**config.mk**
```make
export PLATFORM = sky130hd
export DESIGN_NAME = if_pc_ctrl
export DESIGN_NICKNAME = d
export VERILOG_FILES = /design/src/rtl/if_pc_ctrl.sv
export SDC_FILE = /design/constraint.sdc
export NUM_CORES = 1
export LEC_CHECK = 0
export ABC_CLOCK_PERIOD_IN_PS = 4500
export BUFFER_PORTS_ARGS = -buffer_cell sky130_fd_sc_hd__buf_2
export CAP_MARGIN = 20
export CELL_PAD_IN_SITES_DETAIL_PLACEMENT = 1
export CELL_PAD_IN_SITES_GLOBAL_PLACEMENT = 2
export CORE_UTILIZATION = 25
export DETAILED_ROUTE_END_ITERATION = 7
export PLACE_DENSITY = 0.95
export SETUP_SLACK_MARGIN = 0.05
export SYNTH_ARGS = -nofsm -noshare
export SYNTH_HDL_FRONTEND = slang
export SYNTH_SLANG_ARGS = --single-unit
```
**constraint.sdc**
```tcl
create_clock -name clk -period 4.5 [get_ports clk]
set_clock_uncertainty 0.1 [all_clocks]
set_input_delay 0.9 -clock clk [delete_from_list [all_inputs] [get_ports clk]]
set_output_delay 0.9 -clock clk [all_outputs]
set_load 0.01 [all_outputs]
```
**src/rtl/if_pc_ctrl.sv**
```systemverilog
// Fetch program-counter controller for the IF stage: holds the PC, issues fetch requests and
// prioritises trap vectoring over redirects over sequential advance.
module if_pc_ctrl #(
    parameter int unsigned          XLEN       = 32,
    parameter logic [XLEN-1:0]      RESET_PC   = '0,
    parameter int unsigned          STEP       = 4,
    parameter int unsigned          ALIGN_BITS = 2
) (
    input  logic            clk,
    input  logic            rst_n,
    input  logic            stall_i,
    input  logic            redirect_i,
    input  logic [XLEN-1:0] redirect_pc_i,
    input  logic            trap_i,
    input  logic [XLEN-1:0] trap_vec_i,
    input  logic            req_ready_i,
    output logic            req_valid_o,
    output logic [XLEN-1:0] pc_o,
    output logic [XLEN-1:0] pc_seq_o,
    output logic            fire_o,
    output logic            misalign_o
);

    localparam logic [XLEN-1:0] AlignMask = ~({XLEN{1'b1}} << ALIGN_BITS);
    localparam logic [XLEN-1:0] StepVal   = XLEN'(STEP);

    typedef enum logic [1:0] {StBoot, StRun, StFault} state_e;

    state_e          state_q, state_d;
    logic [XLEN-1:0] pc_q, pc_d;
    logic            misalign_q, misalign_d;
    logic            redirect_misaligned;

    assign redirect_misaligned = |(redirect_pc_i & AlignMask);

    // State register
    always_ff @(posedge clk) begin
        if (!rst_n) begin
            state_q    <= StBoot;
            pc_q       <= RESET_PC;
            misalign_q <= 1'b0;
        end else begin
            state_q    <= state_d;
            pc_q       <= pc_d;
            misalign_q <= misalign_d;
        end
    end

    // Next-state and PC selection
    always_comb begin
        state_d    = state_q;
        pc_d       = pc_q;
        misalign_d = misalign_q;
        if (trap_i) begin
            pc_d       = trap_vec_i & ~AlignMask;
            state_d    = StRun;
            misalign_d = 1'b0;
        end else if (redirect_i && (state_q != StFault)) begin
            // Misaligned target is kept unmodified so the trap handler can report it.
            pc_d = redirect_pc_i;
            if (redirect_misaligned) begin
                state_d    = StFault;
                misalign_d = 1'b1;
            end else begin
                state_d = StRun;
            end
        end else if (fire_o) begin
            pc_d = pc_seq_o;
        end else if (state_q == StBoot) begin
            state_d = StRun;
        end
    end

    // Outputs
    always_comb begin
        req_valid_o = 1'b0;
        unique case (state_q)
            StBoot:  req_valid_o = 1'b0;
            StRun:   req_valid_o = !stall_i;
            StFault: req_valid_o = 1'b0;
            default: req_valid_o = 1'b0;
        endcase
        fire_o     = req_valid_o & req_ready_i;
        pc_o       = pc_q;
        pc_seq_o   = pc_q + StepVal;
        misalign_o = misalign_q;
    end

endmodule

```
; After elaboration in Yosys (flattened, before gate mapping)
; Index checks and enable logic that the tools add are counted.
[classes]
n_lt_le_gt_ge = 0
n_eq_ne = 4
n_mul = 0
div = 0
reduce_logical = 12
muxes = 9
add_sub_neg = 1
n_shift = 0
bitwise_logic = 2
[ops]
columns = op, count
row1 = 32-bit 2-to-1 mux, 3
row2 = "32-bit by 3-bit adder with 32-bit output, second input constant", 1
row3 = 2-bit 2-to-1 mux, 4
row4 = 2-bit AND reduction, 3
row5 = 3-bit nonzero test, 2
row6 = 2-bit nonzero test, 2
row7 = 2-bit OR reduction, 2
row8 = "3-bit by 2-bit != test with 1-bit output, second input constant", 1
row9 = "2-bit by 1-bit equality test with 1-bit output, second input constant", 1
row10 = 2-bit zero test, 1
row11 = 1-bit 2-to-1 mux, 2
row12 = "2-bit by 1-bit != test with 1-bit output, second input constant", 1
row13 = "2-bit != test, second input constant", 1
row14 = 1-bit AND, 1
row15 = 1-bit logical AND, 1
row16 = 1-bit zero test, 1
row17 = 1-bit NOT, 1
[word_totals]
memories = 0
word_cells = 33
inputBits = 70
latch_bits = 0
regBits = 35
mem_bits_rw = 0
romBits = 0
output_inout_bits = 67

; Longest topological paths before layout
[logic_depth]
word_depth = 6
depth_mapped = 8

; Worst setup path before layout
; OpenSTA, ideal clock, no wires.
[synth_path]
path_kind = reg-to-output
start = register pc_q[2], in the netlist pc_o[2]
end = output pc_seq_o[26]
stages_incl_launch_ff = 7
slack_ns = 1.346
t_required_ns = 3.500
t_arrival_ns = 2.154
cell_sequence = dfxtp_1 > ha_1 > nand3_1 > or4_1 > buf_2 > or4_4 > xnor2_1
[synth_between]
elab_chain_cells = 1
[synth_lines]
columns = item, line
row1 = from (decl), 30  ; logic [XLEN-1:0] pc_q, pc_d;
row2 = from (signal assigned), 44  ; pc_q <= pc_d;
row3 = 32-bit by 3-bit adder with 32-bit output, 85  ; pc_seq_o = pc_q + StepVal;
row4 = to (decl), 19  ; output logic [XLEN-1:0] pc_seq_o,
; No other way between the ends.

; Worst setup path after layout
[layout_path]
start = register pc_q[2], in the netlist pc_o[2]
end = output pc_seq_o[31]
; The elaborated chain is that of the path after synthesis.

==> results.py <==
metrics = {
    "place": {
        "place_hpwl_um": 8480,
        "portBuffers": 134,
        "finalWeightedCongestion": 0.843,
        "pre_cts_ws_ns": 1.07,
        "dp_cells": 625,
    },
    "critical_path": {
        "worstPathRequired_ns": 3.50,
        "crit_chain": "nand4_1 -> or4_1 -> nor4_1 -> xor2_1 -> buf_2",
        "endpoint_kind": "output port",
        "worstSetupStartpointType": "flop",
        "cp_top_family": "simple AND/OR/NAND/NOR gates",
        "cp_slowest_stage_delay_ns": 0.77,
        "cp_slowest_cell": "or4_1",
        "timing.critical_path.buf_inv": 1,
        "critPathMaxFanout": 9,
        "critical_path_class": "reg2out",
        "cp.arrival_ns": 2.81,
    },
    "cells_and_area": {
        "syn_to_final_growth_pct": 31.8,
        "layout-drive-gt1-share_pct": 32.2,
        "layout_common_cells": "buf_2 (134), nand2_1 (47), dfxtp_1 (35), nor2_1 (28), a21oi_1 (28)",
        "final_cells": 633,
        "fin_nets": 567,
        "antenna_cells": 0,
        "final_common_cell": "buf_2",
        "fillCellCount": 1364,
    },
    "grt": {
        "antenna_found_initial": 0,
        "grt_pass1_vias": 3486,
        "grt_usage_pct": 20.0,
        "grt_max_degree": 40,
        "grt_pass1_wl_um": 17800,
        "grt_overflow_total": 0,
    },
    "routing": {
        "antenna_left": 0,
        "wirelength_um": 11200,
        "firstDrtPassIters": 4,
        "viasPerCell": 5.34,
        "drtIter0Drc": 133,
        "route.vias.total": 3381,
        "drc": 0,
        "routedWlPerCell_um": 17.7,
    },
    "floorplan": {
        "io_pins": 137,
        "core_sq_um": 10400,
        "floorplan.initialDensity_pct": 26.0,
        "die_w_um": 106,
        "die_h_um": 106,
        "num_rows": 37,
        "die_area_sq_um": 11200,
    },
    "synthesis": {
        "ys_types": 50,
        "synth_warnings": 0,
        "synth_seq_cells": 35,
        "ys.flop_type": "dfxtp_1",
        "synthArstFlopShare_pct": 0,
        "synth_edf_count": 0,
        "syn-mean-instance-area_sq_um": 7.14,
        "synth_mux_area_share_pct": 0,
        "synth_xor_area_share_pct": 8.74,
        "synth-simple-area-share_pct": 31.2,
        "synth_top_family_by_area": "simple AND/OR/NAND/NOR gates",
        "synthCells": 379,
        "synth_compound_area_share_pct": 27.0,
        "synth_nets": 450,
        "synthAdderAreaFrac_pct": 0.462,
        "ys_seq_area_share_pct": 25.9,
        "netlist_area_sq_um": 2710,
    },
    "sta": {
        "slew_violations": 0,
        "fin_crit_sh_pct": 84.6,
        "tightest_slew_ns": 0.895,
        "rsz0062_at_grt": "false",
        "finalHoldViolCount": 0,
        "fin_ws_ns": 0.692,
        "period_needed_ns": 3.81,
        "fin_tns_setup_ns": 0,
        "max_freq_mhz": 263,
        "maxSlewHeadroom_pct": 40.2,
        "setup_violations": 0,
    },
    "cts": {
        "clkTransAtPathRegs_ns": 0.08,
        "postCtsResizedCells": 0,
        "cts_sinks": 35,
        "clock_latency_ns": 0.29,
        "post-cts-setup-buffers": 0,
        "root_buffer": "clkbuf_8",
        "clock_path_buffers": 2,
        "numCtsBuffers": 5,
        "hold_buffers": 0,
        "cts_tree": "yes",
        "h-tree-depth": 2,
    },
    "hold_path": {
        "hp-class": "reg2reg",
    },
    "pwr": {
        "p_per_area_nw_per_um2": 240,
        "power_uw": 856,
        "leakagePower_nw": 1.56,
        "irDropWorstVdd_mv": 0.130,
    },
    "outcome": {
        "outcome": "completed",
    },
    "run": {
        "drv_cap": 0,
    },
}
kinds of logic (layout without fill, tap and decap cells):
group	count (synthesis)	in the layout
compound gates	109	109
xor+xnor	27	27
fa+ha+maj	1	1
buf+inv	45	163
flops	35	35
simple gates	162	162
synth_stat cells (all sizes together) (3+ instances only):
library cell / instances / area [sq um]
and4: 7 / 61.3
nor2: 29 / 109
xnor2: 15 / 131
nand4: 10 / 77.6
buf: 4 / 25.0
nor4: 12 / 75.1
a211oi: 7 / 52.6
o31a: 9 / 78.8
inv: 10 / 37.5
clkbuf: 30 / 115
o221ai: 4 / 35.0
o21ai: 23 / 115
o211ai: 5 / 37.5
o21a: 5 / 37.5
nand2: 47 / 176
nand3: 17 / 90.1
and2: 3 / 18.8
or4: 5 / 41.3
nor3: 10 / 50.1
a21oi: 28 / 140
xor2: 12 / 105
or3: 6 / 37.5
o221a: 3 / 33.8
a31oi: 7 / 43.8
and3: 8 / 50.1
nor3b: 3 / 22.5
o311ai: 3 / 26.3
dfxtp: 35 / 701
report_power, final:
part | internal [mW] | total [mW] | switching, mW
sequential | 0.334 | 0.381 | 0.0471
clock | 0.109 | 0.231 | 0.122
combinational | 0.108 | 0.244 | 0.136
sequential cells by signal, summed over array words and instances, names as in the netlist, named ones only:
register	flops
state_q	2
pc_o	30
misalign_o	1
metal layers:
layer / wire length, um / global-route usage (%)
met1: 5050 / 24.3
met4: 189 / 5.95
met3: 592 / 3.99
met2: 5360 / 35.5
met5: 0 / 0
per-stage QoR:
step                hold slack (ns)  cell area (sq um)  util (%)
finish                        0.356               3570      34.2
detailed placement            0.343               3480      33.5
global placement              0.336               3480      33.5
CTS                           0.357               3570      34.2
global route                  0.398               3570      34.2
floorplan                     0.359               2710         -
worst min-delay path: cells and delay by family, from the launching register on:
| family | cells | cell delay (ns) |
|---|---|---|
| flops | 1 | 0.32 |
| buf+inv | 1 | 0.05 |
| compound gates | 1 | 0.05 |
layout make-up:
cell class	count	area, sq um	area share (%)
Clock inverter	1	5.00	0.140
Timing Repair Buffer	144	746	20.9
Multi-Input combinational cell	299	1830	51.2
Inverter	11	41.3	1.16
Clock buffer	7	76.3	2.14
Tap cell	136	170	4.77
Sequential cell	35	701	19.6
worst paths after layout:
kind	start	to	slack, ns	cells past startpoint
setup / recovery	pc_o[2]	pc_seq_o[31]	0.69	5
hold / removal	misalign_o	misalign_o	0.36	2
setup reg to reg	pc_o[2]	pc_o[31]	1.77	4
hold reg to reg	misalign_o	misalign_o	0.36	2
Power figures use the tool's default switching activity.
